<file path="src/rtl/ibus_line_bridge.sv">
// ibus_line_bridge
//   Instruction-fetch bridge between the core IBus and the CBus. Holds
//   NUM_LINES fully-associative line buffers of LINE_BEATS 64-bit beats.
//   Hits respond with zero wait; a miss issues a single CBus burst read that
//   refills a whole line, with round-robin replacement.
//
// Ports
//   clk, reset            clock, asynchronous active-high reset
//   flush                 invalidate all lines (fence.i), level-sampled
//   ireq_valid/addr       IBus request (held stable until data_ok)
//   iresp_addr_ok/data_ok/data   IBus response (32-bit instruction word)
//   icreq_*               CBus burst read request (size 8 bytes, len LINE_BEATS-1)
//   icresp_ready/last/data       CBus read beats
//   miss_count            misses since reset, wraps at 2^32
module ibus_line_bridge #(
  parameter int unsigned LINE_BEATS = 4,
  parameter int unsigned NUM_LINES  = 2
) (
  input  logic        clk,
  input  logic        reset,
  input  logic        flush,
  input  logic        ireq_valid,
  input  logic [63:0] ireq_addr,
  output logic        iresp_addr_ok,
  output logic        iresp_data_ok,
  output logic [31:0] iresp_data,
  output logic        icreq_valid,
  output logic        icreq_is_write,
  output logic [63:0] icreq_addr,
  output logic [2:0]  icreq_size,
  output logic [7:0]  icreq_len,
  output logic [7:0]  icreq_strobe,
  output logic [63:0] icreq_data,
  input  logic        icresp_ready,
  input  logic        icresp_last,
  input  logic [63:0] icresp_data,
  output logic [31:0] miss_count
);

  localparam int unsigned OFFW = $clog2(LINE_BEATS * 8);
  localparam int unsigned TAGW = 64 - OFFW;
  localparam int unsigned BW   = (LINE_BEATS > 1) ? $clog2(LINE_BEATS) : 1;
  localparam int unsigned PW   = (NUM_LINES > 1) ? $clog2(NUM_LINES) : 1;

  localparam logic ST_IDLE = 1'b0;
  localparam logic ST_FILL = 1'b1;

  logic                 state;
  logic [NUM_LINES-1:0] line_valid;
  logic [TAGW-1:0]      line_tag  [NUM_LINES];
  logic [63:0]          line_data [NUM_LINES][LINE_BEATS];
  logic [PW-1:0]        repl_ptr;
  logic [PW-1:0]        victim;
  logic [BW-1:0]        beat_cnt;
  logic                 flush_pending;
  logic [63:0]          fill_addr;

  logic [TAGW-1:0]      req_tag;
  logic [BW-1:0]        req_beat;
  logic                 hit;
  logic [PW-1:0]        hit_idx;
  logic [63:0]          hit_beat;
  logic                 serve;
  logic [BW-1:0]        beat_next;
  logic [PW-1:0]        ptr_next;

  assign req_tag = ireq_addr[63:OFFW];

  generate
    if (LINE_BEATS > 1) begin : g_beat_sel
      assign req_beat = ireq_addr[OFFW-1:3];
    end else begin : g_single_beat
      assign req_beat = '0;
    end
  endgenerate

  always_comb begin
    hit     = 1'b0;
    hit_idx = '0;
    for (int unsigned i = 0; i < NUM_LINES; i++) begin
      if (!hit && line_valid[i] && (line_tag[i] == req_tag)) begin
        hit     = 1'b1;
        hit_idx = PW'(i);
      end
    end
  end

  assign hit_beat = line_data[hit_idx][req_beat];

  // Flush takes priority over a hit; the request is re-evaluated next cycle.
  assign serve         = (state == ST_IDLE) && ireq_valid && !flush && hit;
  assign iresp_addr_ok = serve;
  assign iresp_data_ok = serve;
  assign iresp_data    = serve ? (ireq_addr[2] ? hit_beat[63:32] : hit_beat[31:0]) : '0;

  // Request fields come straight from state so an asynchronous reset
  // drops the burst request in the same cycle.
  assign icreq_valid    = (state == ST_FILL);
  assign icreq_is_write = 1'b0;
  assign icreq_addr     = (state == ST_FILL) ? fill_addr : '0;
  assign icreq_size     = (state == ST_FILL) ? 3'b011 : 3'b000;
  assign icreq_len      = (state == ST_FILL) ? 8'(LINE_BEATS - 1) : 8'h00;
  assign icreq_strobe   = '0;
  assign icreq_data     = '0;

  assign beat_next = (beat_cnt == BW'(LINE_BEATS - 1)) ? '0 : beat_cnt + 1'b1;
  assign ptr_next  = (repl_ptr == PW'(NUM_LINES - 1)) ? '0 : repl_ptr + 1'b1;

  always_ff @(posedge clk or posedge reset) begin
    if (reset) begin
      state         <= ST_IDLE;
      line_valid    <= '0;
      repl_ptr      <= '0;
      victim        <= '0;
      beat_cnt      <= '0;
      flush_pending <= 1'b0;
      fill_addr     <= '0;
      miss_count    <= '0;
    end else begin
      case (state)
        ST_IDLE: begin
          if (flush) begin
            line_valid <= '0;
          end else if (ireq_valid && !hit) begin
            fill_addr              <= {req_tag, {OFFW{1'b0}}};
            victim                 <= repl_ptr;
            line_valid[repl_ptr]   <= 1'b0;
            miss_count             <= miss_count + 32'd1;
            beat_cnt               <= '0;
            flush_pending          <= 1'b0;
            state                  <= ST_FILL;
          end
        end
        default: begin
          // The burst cannot be aborted; a flush only marks the fill as stale.
          if (flush) begin
            line_valid    <= '0;
            flush_pending <= 1'b1;
          end
          if (icresp_ready) begin
            beat_cnt <= beat_next;
            if (icresp_last) begin
              if (!flush_pending && !flush) begin
                line_valid[victim] <= 1'b1;
              end
              repl_ptr      <= ptr_next;
              flush_pending <= 1'b0;
              state         <= ST_IDLE;
            end
          end
        end
      endcase
    end
  end

  // Line storage carries no reset; validity alone decides whether it is used.
  always_ff @(posedge clk) begin
    if ((state == ST_FILL) && icresp_ready) begin
      line_data[victim][beat_cnt] <= icresp_data;
      if (icresp_last) begin
        line_tag[victim] <= fill_addr[63:OFFW];
      end
    end
  end

endmodule

</file>
<file path="config.mk">
export PLATFORM = sky130hd
export DESIGN_NAME = ibus_line_bridge
export DESIGN_NICKNAME = d
export VERILOG_FILES = /design/src/rtl/ibus_line_bridge.sv
export SDC_FILE = /design/constraint.sdc
export NUM_CORES = 1
export LEC_CHECK = 0
export ABC_AREA = 1
export CELL_PAD_IN_SITES_DETAIL_PLACEMENT = 1
export CELL_PAD_IN_SITES_GLOBAL_PLACEMENT = 1
export CORE_AREA = 8 8 392 203
export DETAILED_ROUTE_END_ITERATION = 16
export DIE_AREA = 0 0 400 211
export GPL_ROUTABILITY_DRIVEN = 0
export PLACE_DENSITY = 0.79
export SLEW_MARGIN = 15
export SYNTH_ARGS = -nofsm -noshare
export SYNTH_HDL_FRONTEND = slang
export SYNTH_SLANG_ARGS = --single-unit
</file>
<file path="constraint.sdc">
create_clock -name clk -period 6.7 [get_ports clk]
set_input_delay 0.67 -clock clk [delete_from_list [all_inputs] [get_ports clk]]
set_output_delay 0.67 -clock clk [all_outputs]
set_load 0.005 [all_outputs]
</file>
==> reports/results.txt <==
Status - finished, final reports clean
CP startpoint - ireq_addr[11]
Async SR Flop Fraction - 0.1358
CORE AREA - 74090 um2
CP Class - in -> out
Main synth FF type - edfxtp_1
Setup crit end - iresp_data[28]
Vias after detailed routing - 25200
RSZ-0062 raised after global routing - false
Clk slew on worst S/H paths - 0.06 ns
Ys Warns - 0
Fin crit share - 0.9004
Vias in the first global route - 25970
Clock Tree Buf Depth - 3
Unique cell type count in the Yosys netlist - 37
Final setup margin - 0.6676 ns
Die Wd - 400 um
HP Class - in -> async
Worst-skew pair later-pin latency - 0.66 ns
DRT antenna net count - 0
Area grow syn2layout - 16.83%
Worst path required time - 6.03 ns
Via/cell ratio - 5.567
Worst slack, placed - 0.9420 ns
Cell Count Post-Placement - 4390
Slew Viols, Final - 0
Leak - 15.49 nW
Worst Setup Start Kind - input port
Worst R2R Setup Slack - 2.41 ns
Finished Layout Cells - 4526
Port Buffer Count - 261
CP endpoint kind - output pin
Hold Slack - 0.4664 ns
Drt wl/cell - 24.40 um
CTS tree - yes
Slew @ Worst Pin - 1.228 ns
DP HPWL - 70.43 mm
Std-Cell Rows - 71
# IOs - 349
Avg Synthesized Cell Area - 10.08 um2
Worst-case clock skew - 0.01972 ns
# fillers - 8177
Final-stage net count - 3617
Initial Utilization - 0.4441
Number of hold buffers added after cts - 0
Count of clock tree sinks - 729
Post-CTS Setup Bufs - 0
Critical R2R Capture - fill_addr[24]
R2r worst-path depth - 14
Height of the chip - 211 um
Post-synthesis register bit count - 729
Mapped Cells - 3265
Max-Cap Viols - 0
Clock buffer count from CTS - 71
Post-synthesis sequential area ratio - 0.6502
Final setup vio count - 0
Setup TNS - 0 ns
Share of layout cells above drive strength 1 - 0.05741
Largest net degree at the start of global routing - 225
GR Overflow Total - 0
H-tree Lvls - 3
GR Util All Layers - 0.2560
EDFF count, synth - 630
Initial DRT Pass Iterations - 5
Slew HR - 0.1815
Starting DRT DRC Count - 2372
Post-route DRC violation count - 0
Max IR drop VDD - 0.1924 mV
Global-route wire length before repair - 163.8 mm
F_max - 165.8 MHz
Max Fanout on Critical Path - 224
Initial antenna violation count - 5
Min Tclk post-route - 6.032 ns
Die footprint - 84400 um2
PwrDens - 291.5 nW/um2
Final core occ - 0.5188
WL final - 110.4 mm
Root Buffer - clkbuf_16
Worst reg2reg startpoint - line_tag[0][27]
Final hold violation count - 0
Synth Cell Area - 32900 um2
Arr. time, crit path - 5.36 ns
Post_cts resized - 0
-- worst min-delay path by stage --
stage / start / to / slack, ns / cells past startpoint
floorplan: fill_addr[37] / line_tag[0][32] / 0.46 / 0
global placement: fill_addr[54] / line_tag[0][49] / 0.48 / 0
detailed placement: fill_addr[8] / line_tag[0][3] / 0.49 / 0
CTS: reset / miss_count[1] / 0.45 / 2
global route: reset / miss_count[0] / 0.49 / 2
finish: reset / miss_count[1] / 0.47 / 2
-- per-layer routing --
metal  part of all wire  track usage  vias up
met4              0.021      0.06444        4
li1                   -            -    11290
met3              0.094      0.07798      162
met2               0.44       0.3824      995
met1               0.44       0.3637    12750
met5             0.0013      0.01094        -
-- cells in the mapped netlist (4+ instances only) --
master	count	area share
dfrtp_1	99	0.075
xor2_1	30	0.0080
inv_1	245	0.028
buf_6	9	0.0031
buf_2	42	0.0064
a21oi_1	18	0.0027
nand2_1	927	0.11
clkbuf_1	69	0.0079
inv_2	32	0.0037
buf_1	24	0.0027
xnor2_1	19	0.0051
nand3b_1	4	0.00091
nor2_1	192	0.022
o2111ai_1	5	0.0013
o21ai_0	81	0.012
buf_4	100	0.023
nor3_1	37	0.0056
edfxtp_1	630	0.57
ha_1	5	0.0019
clkinv_1	8	0.00091
and3_1	26	0.0049
nor4_1	14	0.0027
nand3_1	598	0.091
nand4_1	35	0.0067
-- per-stage QoR --
| stage | instance area [um2] | power (mW) |
|---|---|---|
| floorplan | 33220 | 6.390 |
| global placement | 36080 | 7.041 |
| detailed placement | 36080 | 7.118 |
| CTS | 38430 | 11.26 |
| global route | 38440 | 11.58 |
| finish | 38440 | 11.20 |
-- placed cells by master (no fill, tap or decap), types with 5 or more instances in the layout --
cell type,synthesis,final
a21oi_1,18,17
and3_1,26,26
buf_4,100,37
bufinv_16,0,8
clkbuf_1,69,8
clkbuf_16,0,71
clkdlybuf4s50_1,0,258
clkinv_1,8,21
clkinv_2,0,18
conb_1,1,85
dfrtp_1,99,98
diode_2,0,5
edfxtp_1,630,630
ha_1,5,5
inv_1,245,243
inv_2,32,32
nand2_1,927,927
nand3_1,598,598
nand4_1,35,35
nor2_1,192,189
nor3_1,37,29
nor3_2,0,8
nor4_1,14,14
o2111ai_1,5,5
o21ai_0,81,81
xnor2_1,19,19
xor2_1,30,30
-- critical path, stage by stage --
cell and delay, ns:
clkdlybuf4s50_1 0.48, xnor2_1 0.69, nand2_1 0.12, nor2_1 0.35, nand2_1 0.09, nor2_1 0.15, nand2_1 0.13, nor2_4 0.21
buf_12 0.74, nand3_1 0.24, nand3_1 0.20, nand3_1 0.10, nand3_1 0.13, nand2_1 0.06, nor2_1 0.19, clkdlybuf4s50_1 0.55
-- logic make-up (layout without fill, tap and decap cells) --
kind of cell,after synthesis,in the layout,synth area share
and+or+nand+nor,1841,1841,0.2413
DFF,729,729,0.6502
buffers and inverters,529,716,0.07541
AOI/OAI and AO/OA,111,111,0.01795
xor gates and xnor gates,49,49,0.01304
adders and majority gates,5,5,0.001901
other,1,90,0.0001140
-- flip-flops by register name, indices dropped and copies added (netlist names), 2 cells and up --
register and count:
fill_addr 59, beat_cnt 2, miss_count 32, line_valid 2, line_tag 118, line_data 512
-- report_power, final --
part / internal (mW) / switching [mW] / total (mW)
Combinational: 0.486 / 0.908 / 1.39
Clock: 2.31 / 1.85 / 4.15
Sequential: 5.40 / 0.256 / 5.66
Total: 8.19 / 3.01 / 11.2
-- cell type report --
cell class / count / area (um2) / area share
well taps: 985 / 1232 / 0.03206
flip-flops and latches: 729 / 21400 / 0.5566
multi-input cells: 2091 / 9434 / 0.2454
diodes: 5 / 12.51 / 0.0003255
repair buffers: 300 / 2945 / 0.07662
inverters: 285 / 1076 / 0.02799
clock buffers: 81 / 1834 / 0.04772
clock inverters: 50 / 509.2 / 0.01325
Note: power is estimated with default switching activity, not from simulation.
